**src/rtl/exe_pkg.sv**
```systemverilog
// Shared types and constants for the RV32I execute stage.
package exe_pkg;

  // ALUOp encodings driven by the main decoder
  localparam logic [1:0] ALUOP_ADD   = 2'b00;
  localparam logic [1:0] ALUOP_SUB   = 2'b01;
  localparam logic [1:0] ALUOP_RTYPE = 2'b10;
  localparam logic [1:0] ALUOP_ITYPE = 2'b11;

  localparam logic [6:0] FUNCT7_MULDIV = 7'b0000001;
  localparam int         MUL_ITERATIONS = 32;

  typedef enum logic [3:0] {
    ADD, SUB, SLL, SLT, SLTU, XOR, SRL, SRA, OR, AND, MUL
  } alu_op_e;

  typedef enum logic [1:0] {IDLE, BUSY, DONE} mul_state_e;

  // Map ALUOp/funct fields onto a concrete ALU operation.
  // I-type arithmetic never subtracts (funct7 bits there belong to the
  // immediate); funct7[5] only selects SRA for shifts.
  function automatic alu_op_e decode_alu(input logic [1:0] alu_op,
                                         input logic [2:0] funct3,
                                         input logic [6:0] funct7);
    alu_op_e op;
    op = ADD;
    if (alu_op == ALUOP_ADD) begin
      op = ADD;
    end else if (alu_op == ALUOP_SUB) begin
      op = SUB;
    end else begin
      case (funct3)
        3'b000: begin
          if (alu_op == ALUOP_RTYPE && funct7 == FUNCT7_MULDIV) op = MUL;
          else if (alu_op == ALUOP_RTYPE && funct7[5])          op = SUB;
          else                                                  op = ADD;
        end
        3'b001:  op = SLL;
        3'b010:  op = SLT;
        3'b011:  op = SLTU;
        3'b100:  op = XOR;
        3'b101:  op = funct7[5] ? SRA : SRL;
        3'b110:  op = OR;
        default: op = AND;
      endcase
    end
    return op;
  endfunction

endpackage

```
**src/rtl/seq_multiplier.sv**
```systemverilog
// Iterative shift-add multiplier, one partial product per cycle.
// Built only when RV32M_MUL_EN is defined. Keeps the low WIDTH bits.
module seq_multiplier
  import exe_pkg::*;
#(
  parameter int WIDTH = 32
) (
  input  logic             clk_i,
  input  logic             reset_i,
  input  logic             start,
  input  logic             abort,
  input  logic [WIDTH-1:0] a,
  input  logic [WIDTH-1:0] b,
  output logic             busy,
  output logic             done,
  output logic [WIDTH-1:0] product
);

  localparam int              CNT_W     = $clog2(MUL_ITERATIONS);
  localparam logic [CNT_W-1:0] LAST_ITER = CNT_W'(MUL_ITERATIONS - 1);

  mul_state_e       r_state, w_next_state;
  logic [WIDTH-1:0] r_acc, r_mcand, r_mplier;
  logic [CNT_W-1:0] r_count;

  // State register
  always_ff @(posedge clk_i) begin
    // NOTE: sequential state uses non-blocking (<=) so every flop samples pre-edge values.
    if (!reset_i) r_state <= IDLE;
    else          r_state <= w_next_state;
  end

  // Next-state logic; abort always wins
  always_comb begin
    // NOTE: assign a default before any branch so no path leaves the signal unassigned (latch).
    w_next_state = r_state;
    if (abort) begin
      w_next_state = IDLE;
    end else begin
      case (r_state)
        IDLE:    if (start) w_next_state = BUSY;
        BUSY:    if (r_count == LAST_ITER) w_next_state = DONE;
        default: w_next_state = IDLE;
      endcase
    end
  end

  // Datapath: load operands on start, then one shift-add step per BUSY cycle
  always_ff @(posedge clk_i) begin
    if (!reset_i) begin
      r_acc    <= '0;
      r_mcand  <= '0;
      r_mplier <= '0;
      r_count  <= '0;
    end else if (r_state == IDLE && start && !abort) begin
      r_acc    <= '0;
      r_mcand  <= a;
      r_mplier <= b;
      r_count  <= '0;
    end else if (r_state == BUSY && !abort) begin
      if (r_mplier[0]) r_acc <= r_acc + r_mcand;
      r_mcand  <= r_mcand << 1;
      r_mplier <= r_mplier >> 1;
      r_count  <= r_count + 1'b1;
    end
  end

  assign busy    = (r_state == BUSY);
  assign done    = (r_state == DONE);
  assign product = r_acc;

endmodule

```
**src/rtl/execute_stage.sv**
```systemverilog
// EX stage of the 5-stage RV32I pipeline plus the EX/MEM register.
// Define RV32M_MUL_EN to build the multi-cycle MUL; otherwise MUL is
// treated as an illegal op and forwarded as a bubble.
module execute_stage
  import exe_pkg::*;
#(
  parameter int DATA_WIDTH     = 32,
  parameter int REG_ADDR_WIDTH = 5
) (
  input  logic                      clk_i,
  input  logic                      reset_i,
  input  logic                      flush_i,
  input  logic                      RegWrite_EXECUTE,
  input  logic                      MemtoReg_EXECUTE,
  input  logic                      MemWrite_EXECUTE,
  input  logic                      MemRead_EXECUTE,
  input  logic                      Branch_EXECUTE,
  input  logic                      ALUSrc_EXECUTE,
  input  logic [1:0]                ALUOp_EXECUTE,
  input  logic [2:0]                Funct3_EXECUTE,
  input  logic [6:0]                Funct7_EXECUTE,
  input  logic [DATA_WIDTH-1:0]     PC_EXECUTE,
  input  logic [DATA_WIDTH-1:0]     ReadData1_EXECUTE,
  input  logic [DATA_WIDTH-1:0]     ReadData2_EXECUTE,
  input  logic [DATA_WIDTH-1:0]     Immediate_EXECUTE,
  input  logic [REG_ADDR_WIDTH-1:0] Write_Register_EXECUTE,
  output logic                      stall_o,
  output logic                      RegWrite_MEMORYACCESS,
  output logic                      MemtoReg_MEMORYACCESS,
  output logic                      MemWrite_MEMORYACCESS,
  output logic                      MemRead_MEMORYACCESS,
  output logic                      Branch_MEMORYACCESS,
  output logic [REG_ADDR_WIDTH-1:0] Write_Register_MEMORYACCESS,
  output logic [DATA_WIDTH-1:0]     Address_MEMORYACCESS,
  output logic [DATA_WIDTH-1:0]     WriteData_DataMemory_MEMORYACCESS,
  output logic                      zero_MEMORYACCESS,
  output logic [DATA_WIDTH-1:0]     BranchTarget_MEMORYACCESS
);

  logic [DATA_WIDTH-1:0] w_op_b, w_alu_result, w_result;
  logic [4:0]            w_shamt;
  alu_op_e               w_alu_op;
  logic                  w_is_mul, w_bubble;

  assign w_op_b   = ALUSrc_EXECUTE ? Immediate_EXECUTE : ReadData2_EXECUTE;
  assign w_shamt  = w_op_b[4:0];
  assign w_alu_op = decode_alu(ALUOp_EXECUTE, Funct3_EXECUTE, Funct7_EXECUTE);
  assign w_is_mul = (w_alu_op == MUL);

  // Single-cycle ALU; MUL result comes from the sequential multiplier
  always_comb begin
    w_alu_result = '0;
    case (w_alu_op)
      ADD:  w_alu_result = ReadData1_EXECUTE + w_op_b;
      SUB:  w_alu_result = ReadData1_EXECUTE - w_op_b;
      SLL:  w_alu_result = ReadData1_EXECUTE << w_shamt;
      SLT:  w_alu_result = {{(DATA_WIDTH-1){1'b0}},
                            ($signed(ReadData1_EXECUTE) < $signed(w_op_b))};
      SLTU: w_alu_result = {{(DATA_WIDTH-1){1'b0}}, (ReadData1_EXECUTE < w_op_b)};
      XOR:  w_alu_result = ReadData1_EXECUTE ^ w_op_b;
      SRL:  w_alu_result = ReadData1_EXECUTE >> w_shamt;
      SRA:  w_alu_result = $unsigned($signed(ReadData1_EXECUTE) >>> w_shamt);
      OR:   w_alu_result = ReadData1_EXECUTE | w_op_b;
      AND:  w_alu_result = ReadData1_EXECUTE & w_op_b;
      default: w_alu_result = '0;
    endcase
  end

`ifdef RV32M_MUL_EN
  logic                  w_mul_busy, w_mul_done;
  logic [DATA_WIDTH-1:0] w_product;

  seq_multiplier #(.WIDTH(DATA_WIDTH)) u_mul (
    .clk_i   (clk_i),
    .reset_i (reset_i),
    .start   (w_is_mul),
    .abort   (flush_i),
    .a       (ReadData1_EXECUTE),
    .b       (w_op_b),
    .busy    (w_mul_busy),
    .done    (w_mul_done),
    .product (w_product)
  );

  // Hold ID/EX from MUL arrival until the cycle the product is ready
  assign stall_o  = reset_i & ~flush_i & (w_mul_busy | (w_is_mul & ~w_mul_done));
  assign w_bubble = flush_i | stall_o;
  assign w_result = w_is_mul ? w_product : w_alu_result;
`else
  assign stall_o  = 1'b0;
  assign w_bubble = flush_i | w_is_mul;
  assign w_result = w_alu_result;
`endif

  // EX/MEM register: reset and bubbles both clear every field
  always_ff @(posedge clk_i) begin
    if (!reset_i || w_bubble) begin
      RegWrite_MEMORYACCESS             <= 1'b0;
      MemtoReg_MEMORYACCESS             <= 1'b0;
      MemWrite_MEMORYACCESS             <= 1'b0;
      MemRead_MEMORYACCESS              <= 1'b0;
      Branch_MEMORYACCESS               <= 1'b0;
      Write_Register_MEMORYACCESS       <= '0;
      Address_MEMORYACCESS              <= '0;
      WriteData_DataMemory_MEMORYACCESS <= '0;
      zero_MEMORYACCESS                 <= 1'b0;
      BranchTarget_MEMORYACCESS         <= '0;
    end else begin
      RegWrite_MEMORYACCESS             <= RegWrite_EXECUTE;
      MemtoReg_MEMORYACCESS             <= MemtoReg_EXECUTE;
      MemWrite_MEMORYACCESS             <= MemWrite_EXECUTE;
      MemRead_MEMORYACCESS              <= MemRead_EXECUTE;
      Branch_MEMORYACCESS               <= Branch_EXECUTE;
      Write_Register_MEMORYACCESS       <= Write_Register_EXECUTE;
      Address_MEMORYACCESS              <= w_result;
      WriteData_DataMemory_MEMORYACCESS <= ReadData2_EXECUTE;
      zero_MEMORYACCESS                 <= (w_result == '0);
      BranchTarget_MEMORYACCESS         <= PC_EXECUTE + Immediate_EXECUTE;
    end
  end

endmodule

```
**config.mk**
```make
export PLATFORM = sky130hd
export DESIGN_NAME = execute_stage
export DESIGN_NICKNAME = d
export VERILOG_FILES = /design/src/rtl/exe_pkg.sv /design/src/rtl/seq_multiplier.sv /design/src/rtl/execute_stage.sv
export SDC_FILE = /design/constraint.sdc
export NUM_CORES = 1
export LEC_CHECK = 0
export ABC_AREA = 1
export BUFFER_PORTS_ARGS = -buffer_cell sky130_fd_sc_hd__buf_2
export CORE_ASPECT_RATIO = 1.5
export CORE_UTILIZATION = 28
export CTS_BUF_LIST = sky130_fd_sc_hd__clkbuf_2
export CTS_CLUSTER_DIAMETER = 60
export CTS_CLUSTER_SIZE = 16
export DETAILED_ROUTE_END_ITERATION = 10
export SKIP_LAST_GASP = 1
export SYNTH_ARGS = -nofsm -noshare
export SYNTH_HDL_FRONTEND = slang
export SYNTH_SLANG_ARGS = --single-unit
export TNS_END_PERCENT = 100
```
**constraint.sdc**
```tcl
create_clock -name clk_i -period 6.15 [get_ports clk_i]
set_input_delay 1.23 -clock clk_i [delete_from_list [all_inputs] [get_ports clk_i]]
set_output_delay 1.23 -clock clk_i [all_outputs]
set_load 0.03 [all_outputs]
```
Word level (Yosys, flattened, before mapping)

Index checks and enable logic that the tools add are counted.

Add/subtract/negate cells: 3
Magnitude comparators: 2
Eq/ne operators: 19
Shift-type cells: 3
Mux-type cells: 8
Bitwise gates (word level): 4
Reduce and logical (&&, ||, !) cells: 8

Operators by type and width:

| kind               | number |
|---|---|
| $pmux 32 s10       | 1 |
| $add 32x32->32     | 2 |
| $lt 32x32->1       | 2 |
| $and 32x32->32     | 1 |
| $logic_not 32->1   | 1 |
| $mux 32            | 1 |
| $or 32x32->32      | 1 |
| $shl 32x5->32      | 1 |
| $shr 32x5->32      | 1 |
| $sshr 32x5->32     | 1 |
| $sub 32x32->32     | 1 |
| $xor 32x32->32     | 1 |
| $pmux 4 s7         | 1 |
| $eq 4x3->1 const B | 4 |
| $eq 4x4->1 const B | 3 |
| $mux 4             | 3 |
| $eq 3x3->1 const B | 3 |
| $eq 4x2->1 const B | 2 |
| $eq 7x1->1 const B | 1 |
| $eq 3x2->1 const B | 2 |
| $eq 4x1->1 const B | 1 |
| $logic_not 4->1    | 1 |
| $eq 3x1->1 const B | 1 |
| $logic_not 3->1    | 1 |
| 8 further kinds    | 10 |

Flip-flop bits (word level): 107
Input port bits: 154
Output and inout bits: 108

Depth between registers and ports, before layout

Depth after elaboration: 10
Depth in mapped cells: 28

Worst setup path before layout

No wires, ideal clock.

Path kind: input to register
Start: input port ALUSrc_EXECUTE
End: register zero_MEMORYACCESS
Library setup time: 0.064 ns
Arrival time: 3.929 ns
Required time: 6.086 ns
Slack: 2.157 ns
Stages: 22
Buffers on the path: 4
Cell sequence: buf_6 -> inv_4 -> clkbuf_1 -> clkbuf_1 -> or2_2 -> o21ai_0 -> ha_1 -> clkbuf_1 -> nand2_1 -> nor2_1 -> inv_1 -> nor3_1 -> nand2_1 -> nand2_1 -> a21o_1 -> xor2_1 -> o21ai_0 -> nor2_1 -> nand2_1 -> nor2_1 -> nand3_1 -> nor2_1

Word-level cells in the longest chain between the ends: 4
Elaborated cells between the ends (all ways): 13
Those cells by class: add/sub (2); order compare (2); shift (3); mux (2); bitwise (3); reduce/logical (1)

RTL lines:

| item                                         | line                 | RTL |
|---|---|---|
| from (decl)                                  | execute_stage.sv:18  | `input logic ALUSrc_EXECUTE,` |
| $mux 32 *                                    | execute_stage.sv:45  | `assign w_op_b = ALUSrc_EXECUTE ? Immediate_EXECUTE : ReadData2_EXECUTE;` |
| $sub 32x32->32, or another cell as far along | execute_stage.sv:55  | `SUB: w_alu_result = ReadData1_EXECUTE - w_op_b;` |
| $pmux 32 s10 *                               | execute_stage.sv:53  | `case (w_alu_op)` |
| $logic_not 32->1 *                           | execute_stage.sv:117 | `zero_MEMORYACCESS <= (w_result == '0);` |
| to (signal assigned)                         | execute_stage.sv:117 |  |
| to (decl)                                    | execute_stage.sv:36  | `output logic zero_MEMORYACCESS,` |

Every way passes the cells marked *; elsewhere a longest branch is shown, timed or not.
A chain may end at the register's enable or synchronous reset.

Worst setup path in the final report

Same ends and word-level chain as after synthesis.

==> results.md <==
- For this run the aggregate overflow at the end of global routing stands at 0.
- Timing analysis after detailed placement gives a worst setup slack of 0.933 ns.
- For this configuration, the core starts out at a cell density of 28.3%.
- Setup violations remaining at the end of the flow were counted as 0.
- The run finished with clean final reports.
- The clock sink total is 107.
- In this run the remaining antenna-violating nets after routing total 0.
- The main combinational cell family by area after synthesis is simple AND/OR/NAND/NOR gates.
- The multiplexer share of the synthesized area is 0%.
- Post-CTS timing repair inserted 0 buffers for setup.
- The filler cell count in the final layout is 6477.
- The post-synthesis cell type with the largest combined area is sky130_fd_sc_hd__nand2_1.
- At the pin with the least slew margin, the transition time is 0.977 ns.
- The overall fraction of global-route tracks in use is 27.5%.
- At the worst endpoint, the required time is 6.98 ns.
- The count of final hold-check violations came to 0.
- The clock tree from TritonCTS is done.
- The growth of design area from synthesis to finish is 11.5%.
- The die is 290 um tall.
- The number of global-route vias before repair was 19.0k.
- After detailed routing, the average wire length per cell comes to 21.4 um.
- The final critical-path share of the clock period is 71.4%.
- Once the clock tree was built, the resizer swapped 0 gates to a different size.
- The master of the slowest instance on the critical path is sky130_fd_sc_hd__ha_1.
- For this run, the post-layout net count is 3268.
- The share of the synthesized area in the top cell type is 19.8%.
- The number of remaining DRC errors is 0.
- In the synthesized netlist the dominant register cell turns out to be sky130_fd_sc_hd__dfxtp_1.
- The path with the worst hold slack has its endpoint at WriteData_DataMemory_MEMORYACCESS[13]$_SDFF_PP0_.
- The setup TNS is 0 ns.
- The adder and majority cell fraction of the synthesized area is 10.8%.
- The site row count is 105.
- The post-synthesis xor/xnor area fraction is 1.30%.
- The wire length after detailed routing is 79000 um.
- The fraction of the yosys area taken by sequential cells is 13.8%.
- 262 I/O pins were placed.
- The largest net degree at the start of global routing is 69.
- The worst setup path is captured at a register.
- Counting distinct cell types in the post-synthesis netlist gives 55.
- After detailed routing, the number of vias per cell comes to 5.31.
- Detailed placement ended at an HPWL of 64000 um.
- The fraction of synthesis flops using an asynchronous set or reset pin is 0%.
- The Yosys warning count is 0.
- The worst path arrival time is 5.22 ns.
- The worst min-delay path startpoint is ReadData2_EXECUTE[13].
- The maximum fanout count along the critical path is 24.
- At the end of routability-driven placement, the weighted congestion stood at 1.05.
- The simple-gate share of the synthesized area is 47.1%.
- Max-cap violations in this run came to 0.
- The clock slew at the register clock pins of the worst setup and hold paths is 0.46 ns.
- Setup repair after global routing left no endpoint under its margin.
- The complex-gate fraction of the synthesized area is 13.4%.
- The upper clock frequency limit is 0.228 GHz.
- The worst hold path was traced through 3 stages.
- The number of buffers added to fix hold violations after cts is 0.
- TritonCTS created 9 clock buffers.
- Synthesis produced a netlist whose cell count is 2812.
- The cell that appears most often on the critical path is sky130_fd_sc_hd__nand2_1.
- The routed layout has 19.6k vias.
- The mapped cell area is 15500 um^2.
- The initial antenna violation count was 2.
- The final number of max-transition violations is 0.
- The die area is 56200 um^2.
- The number of optimization iterations in the first detailed-route pass is 9.
- The worst setup path is of the in2reg kind.
- Sorting the synthesized cells by area gives the leading types as sky130_fd_sc_hd__nand2_1 (20%), sky130_fd_sc_hd__dfxtp_1 (14%), sky130_fd_sc_hd__nand3_1 (14%).
- The worst slew slack as a fraction of its limit is 34.9%.
- The die outline width is 194 um.
- The synthesized netlist net count is 3098.
- Walking the worst path, the cells encountered are buf_2 -> buf_4 -> buf_4 -> o21ai_0 -> ha_1 -> inv_1 -> nand2_1 -> nor2_1 -> nand2_1 -> nor3b_1 -> nand2_1 -> nand2_1 -> nand2_1 -> nand3_1 -> nand2_1 -> inv_1 -> nand3b_1 -> nor2_1 -> nand2_1 -> nor2_1 -> nand3_1 -> nor2_1.
- On the worst path, the slowest cell contributes a delay of 0.46 ns.
- Setup slack on the critical path of the routed design comes to 1.76 ns.
- In this run, synthesis produced a sequential element count of 107.
- The static leakage is 9.58 nW.
- In this run the worst hold path is classified as in2reg.
- The detailed router finished its first iteration with 1461 violations.
- The H-tree generated during clock tree synthesis spans 3 levels.
- The cell at the root of the clock tree is sky130_fd_sc_hd__clkbuf_2.
- The areal power density over the cells is 173 nW/um^2.
- The largest buffer count on any clock path is 2.
- The category of the worst setup path launch point is an input pin.
- IR analysis of the VDD net gives a maximum drop of 102 uV.
- The number of enable flip-flop cells after synthesis is 0.
- The placeable core area is 54700 um^2.
- The average instance area after synthesis is 5.50 um^2.
- Of the cells placed in the final design, the portion with a size suffix greater than 1 is 12.8%.
- The wire length of the first global-routing pass is 115000 um.
- The final critical delay including setup and external delays is 4.39 ns.
- The count of buffers added on input and output ports is 260.
-- worst max path at each step --
stage | from | to | slack, ns | depth (start not counted)
5_1_grt | ALUSrc_EXECUTE | zero_MEMORYACCESS$_SDFF_PP0_ | 1.61 | 22
3_3_place_gp | ALUSrc_EXECUTE | zero_MEMORYACCESS$_SDFF_PP0_ | 0.86 | 22
2_1_floorplan | ALUSrc_EXECUTE | zero_MEMORYACCESS$_SDFF_PP0_ | 2.16 | 22
4_1_cts | ALUSrc_EXECUTE | zero_MEMORYACCESS$_SDFF_PP0_ | 1.89 | 22
6_report | ALUSrc_EXECUTE | zero_MEMORYACCESS$_SDFF_PP0_ | 1.76 | 22
3_5_place_dp | ALUSrc_EXECUTE | zero_MEMORYACCESS$_SDFF_PP0_ | 0.93 | 22
-- cell type report --
class	instances	area [um^2]	share of cell area (%)
diodes	3	7.51	0.0435
clock buffers	9	45.0	0.261
clock inverters	7	71.3	0.413
inverters	375	1410	8.19
multi-input cells	2209	11300	65.2
flip-flops and latches	107	2140	12.4
well taps	695	870	5.04
repair buffers	280	1450	8.41
-- cell usage in the layout, fill, tap and decap left out, drive strengths merged --
| master | n |
|---|---|
| nor3 | 15 |
| diode | 3 |
| o2111ai | 2 |
| buf | 280 |
| a21oi | 149 |
| fa | 3 |
| dfxtp | 107 |
| a21boi | 3 |
| o211ai | 18 |
| o22ai | 6 |
| nor2 | 312 |
| a221oi | 2 |
| o21bai | 12 |
| ha | 129 |
| clkinv | 8 |
| o311ai | 1 |
| nand3 | 435 |
| a21o | 8 |
| inv | 374 |
| and2 | 3 |
| nand4 | 30 |
| o221ai | 1 |
| nand3b | 6 |
| a211oi | 1 |
| xnor2 | 1 |
| nor3b | 2 |
| clkbuf | 9 |
| nand2 | 828 |
| a31oi | 6 |
| and3 | 2 |
| o21a | 16 |
| conb | 1 |
| nor4 | 3 |
| o21ai | 142 |
| nand2b | 1 |
| o31ai | 3 |
| xor2 | 22 |
| or2 | 46 |
-- Yosys cell counts, types with 4 or more instances --
master,number
sky130_fd_sc_hd__a31oi_1,6
sky130_fd_sc_hd__clkbuf_1,32
sky130_fd_sc_hd__a21oi_1,148
sky130_fd_sc_hd__buf_4,14
sky130_fd_sc_hd__or2_2,42
sky130_fd_sc_hd__o21a_1,16
sky130_fd_sc_hd__dfxtp_1,107
sky130_fd_sc_hd__xor2_1,22
sky130_fd_sc_hd__nand2_1,816
sky130_fd_sc_hd__o21bai_1,12
sky130_fd_sc_hd__inv_2,10
sky130_fd_sc_hd__buf_2,55
sky130_fd_sc_hd__buf_6,14
sky130_fd_sc_hd__nor2_1,306
sky130_fd_sc_hd__o21ai_1,24
sky130_fd_sc_hd__nand2_2,5
sky130_fd_sc_hd__o21ai_0,116
sky130_fd_sc_hd__nand3b_1,6
sky130_fd_sc_hd__nand2_4,6
sky130_fd_sc_hd__nand4_1,30
sky130_fd_sc_hd__o22ai_1,6
sky130_fd_sc_hd__inv_1,361
sky130_fd_sc_hd__o211ai_1,18
sky130_fd_sc_hd__buf_1,6
sky130_fd_sc_hd__ha_1,129
sky130_fd_sc_hd__a21o_1,8
sky130_fd_sc_hd__nand3_1,428
sky130_fd_sc_hd__nor2_4,4
sky130_fd_sc_hd__nand3_2,7
sky130_fd_sc_hd__nor3_1,14
-- critical path: cells and delay by family --
| family | cells | cell delay, ns |
|---|---|---|
| compound gates | 1 | 0.25 |
| fa+ha+maj | 1 | 0.46 |
| simple gates | 15 | 2.09 |
| buf+inv | 5 | 1.13 |
-- stage by stage --
| stage | cell area [um^2] | power, mW | hold WS (ns) | instances | util (%) |
|---|---|---|---|---|---|
| 2_1_floorplan | 15500 | 1.96 | 1.34 | 2812 | - |
| 3_3_place_gp | 17100 | 2.55 | 1.44 | 3666 | 31.4 |
| 3_5_place_dp | 17100 | 2.55 | 1.45 | 3666 | 31.4 |
| 4_1_cts | 17300 | 2.95 | 0.494 | 3682 | 31.6 |
| 5_1_grt | 17300 | 3.16 | 0.530 | 3683 | 31.6 |
| 6_report | 17300 | 2.98 | 0.528 | 3685 | 31.6 |
-- metal layers --
metal  GRT usage (%)  part of all wire (%)  vias up  wire length [um]
met4            24.0                   9.9        2              7850
met2            49.1                    49      968             38500
met3            3.29                   6.2      296              4910
li1                -                     -     9374                 -
met5               0                 0.016        -                13
met1            28.5                    35     8914             27700
-- registers in the layout (all words and copies together) (netlist names) --
register	flops
MemRead_MEMORYACCESS	1
MemtoReg_MEMORYACCESS	1
Write_Register_MEMORYACCESS	5
RegWrite_MEMORYACCESS	1
BranchTarget_MEMORYACCESS	32
zero_MEMORYACCESS	1
WriteData_DataMemory_MEMORYACCESS	32
MemWrite_MEMORYACCESS	1
Branch_MEMORYACCESS	1
Address_MEMORYACCESS	32
-- where the power goes --
| group | switching [mW] | internal, mW | total (mW) |
|---|---|---|---|
| Sequential | 0.0114 | 0.742 | 0.753 |
| Clock | 0.323 | 0.0667 | 0.390 |
| Combinational | 1.33 | 0.510 | 1.84 |
| Total | 1.66 | 1.32 | 2.98 |
-- logic make-up after synthesis --
group           after synthesis
compound gates              370
xor+xnor                     23
fa+ha+maj                   132
buf+inv                     496
flops                       107
other cells                   1
simple gates               1683
(Power assumes the default switching activity.)
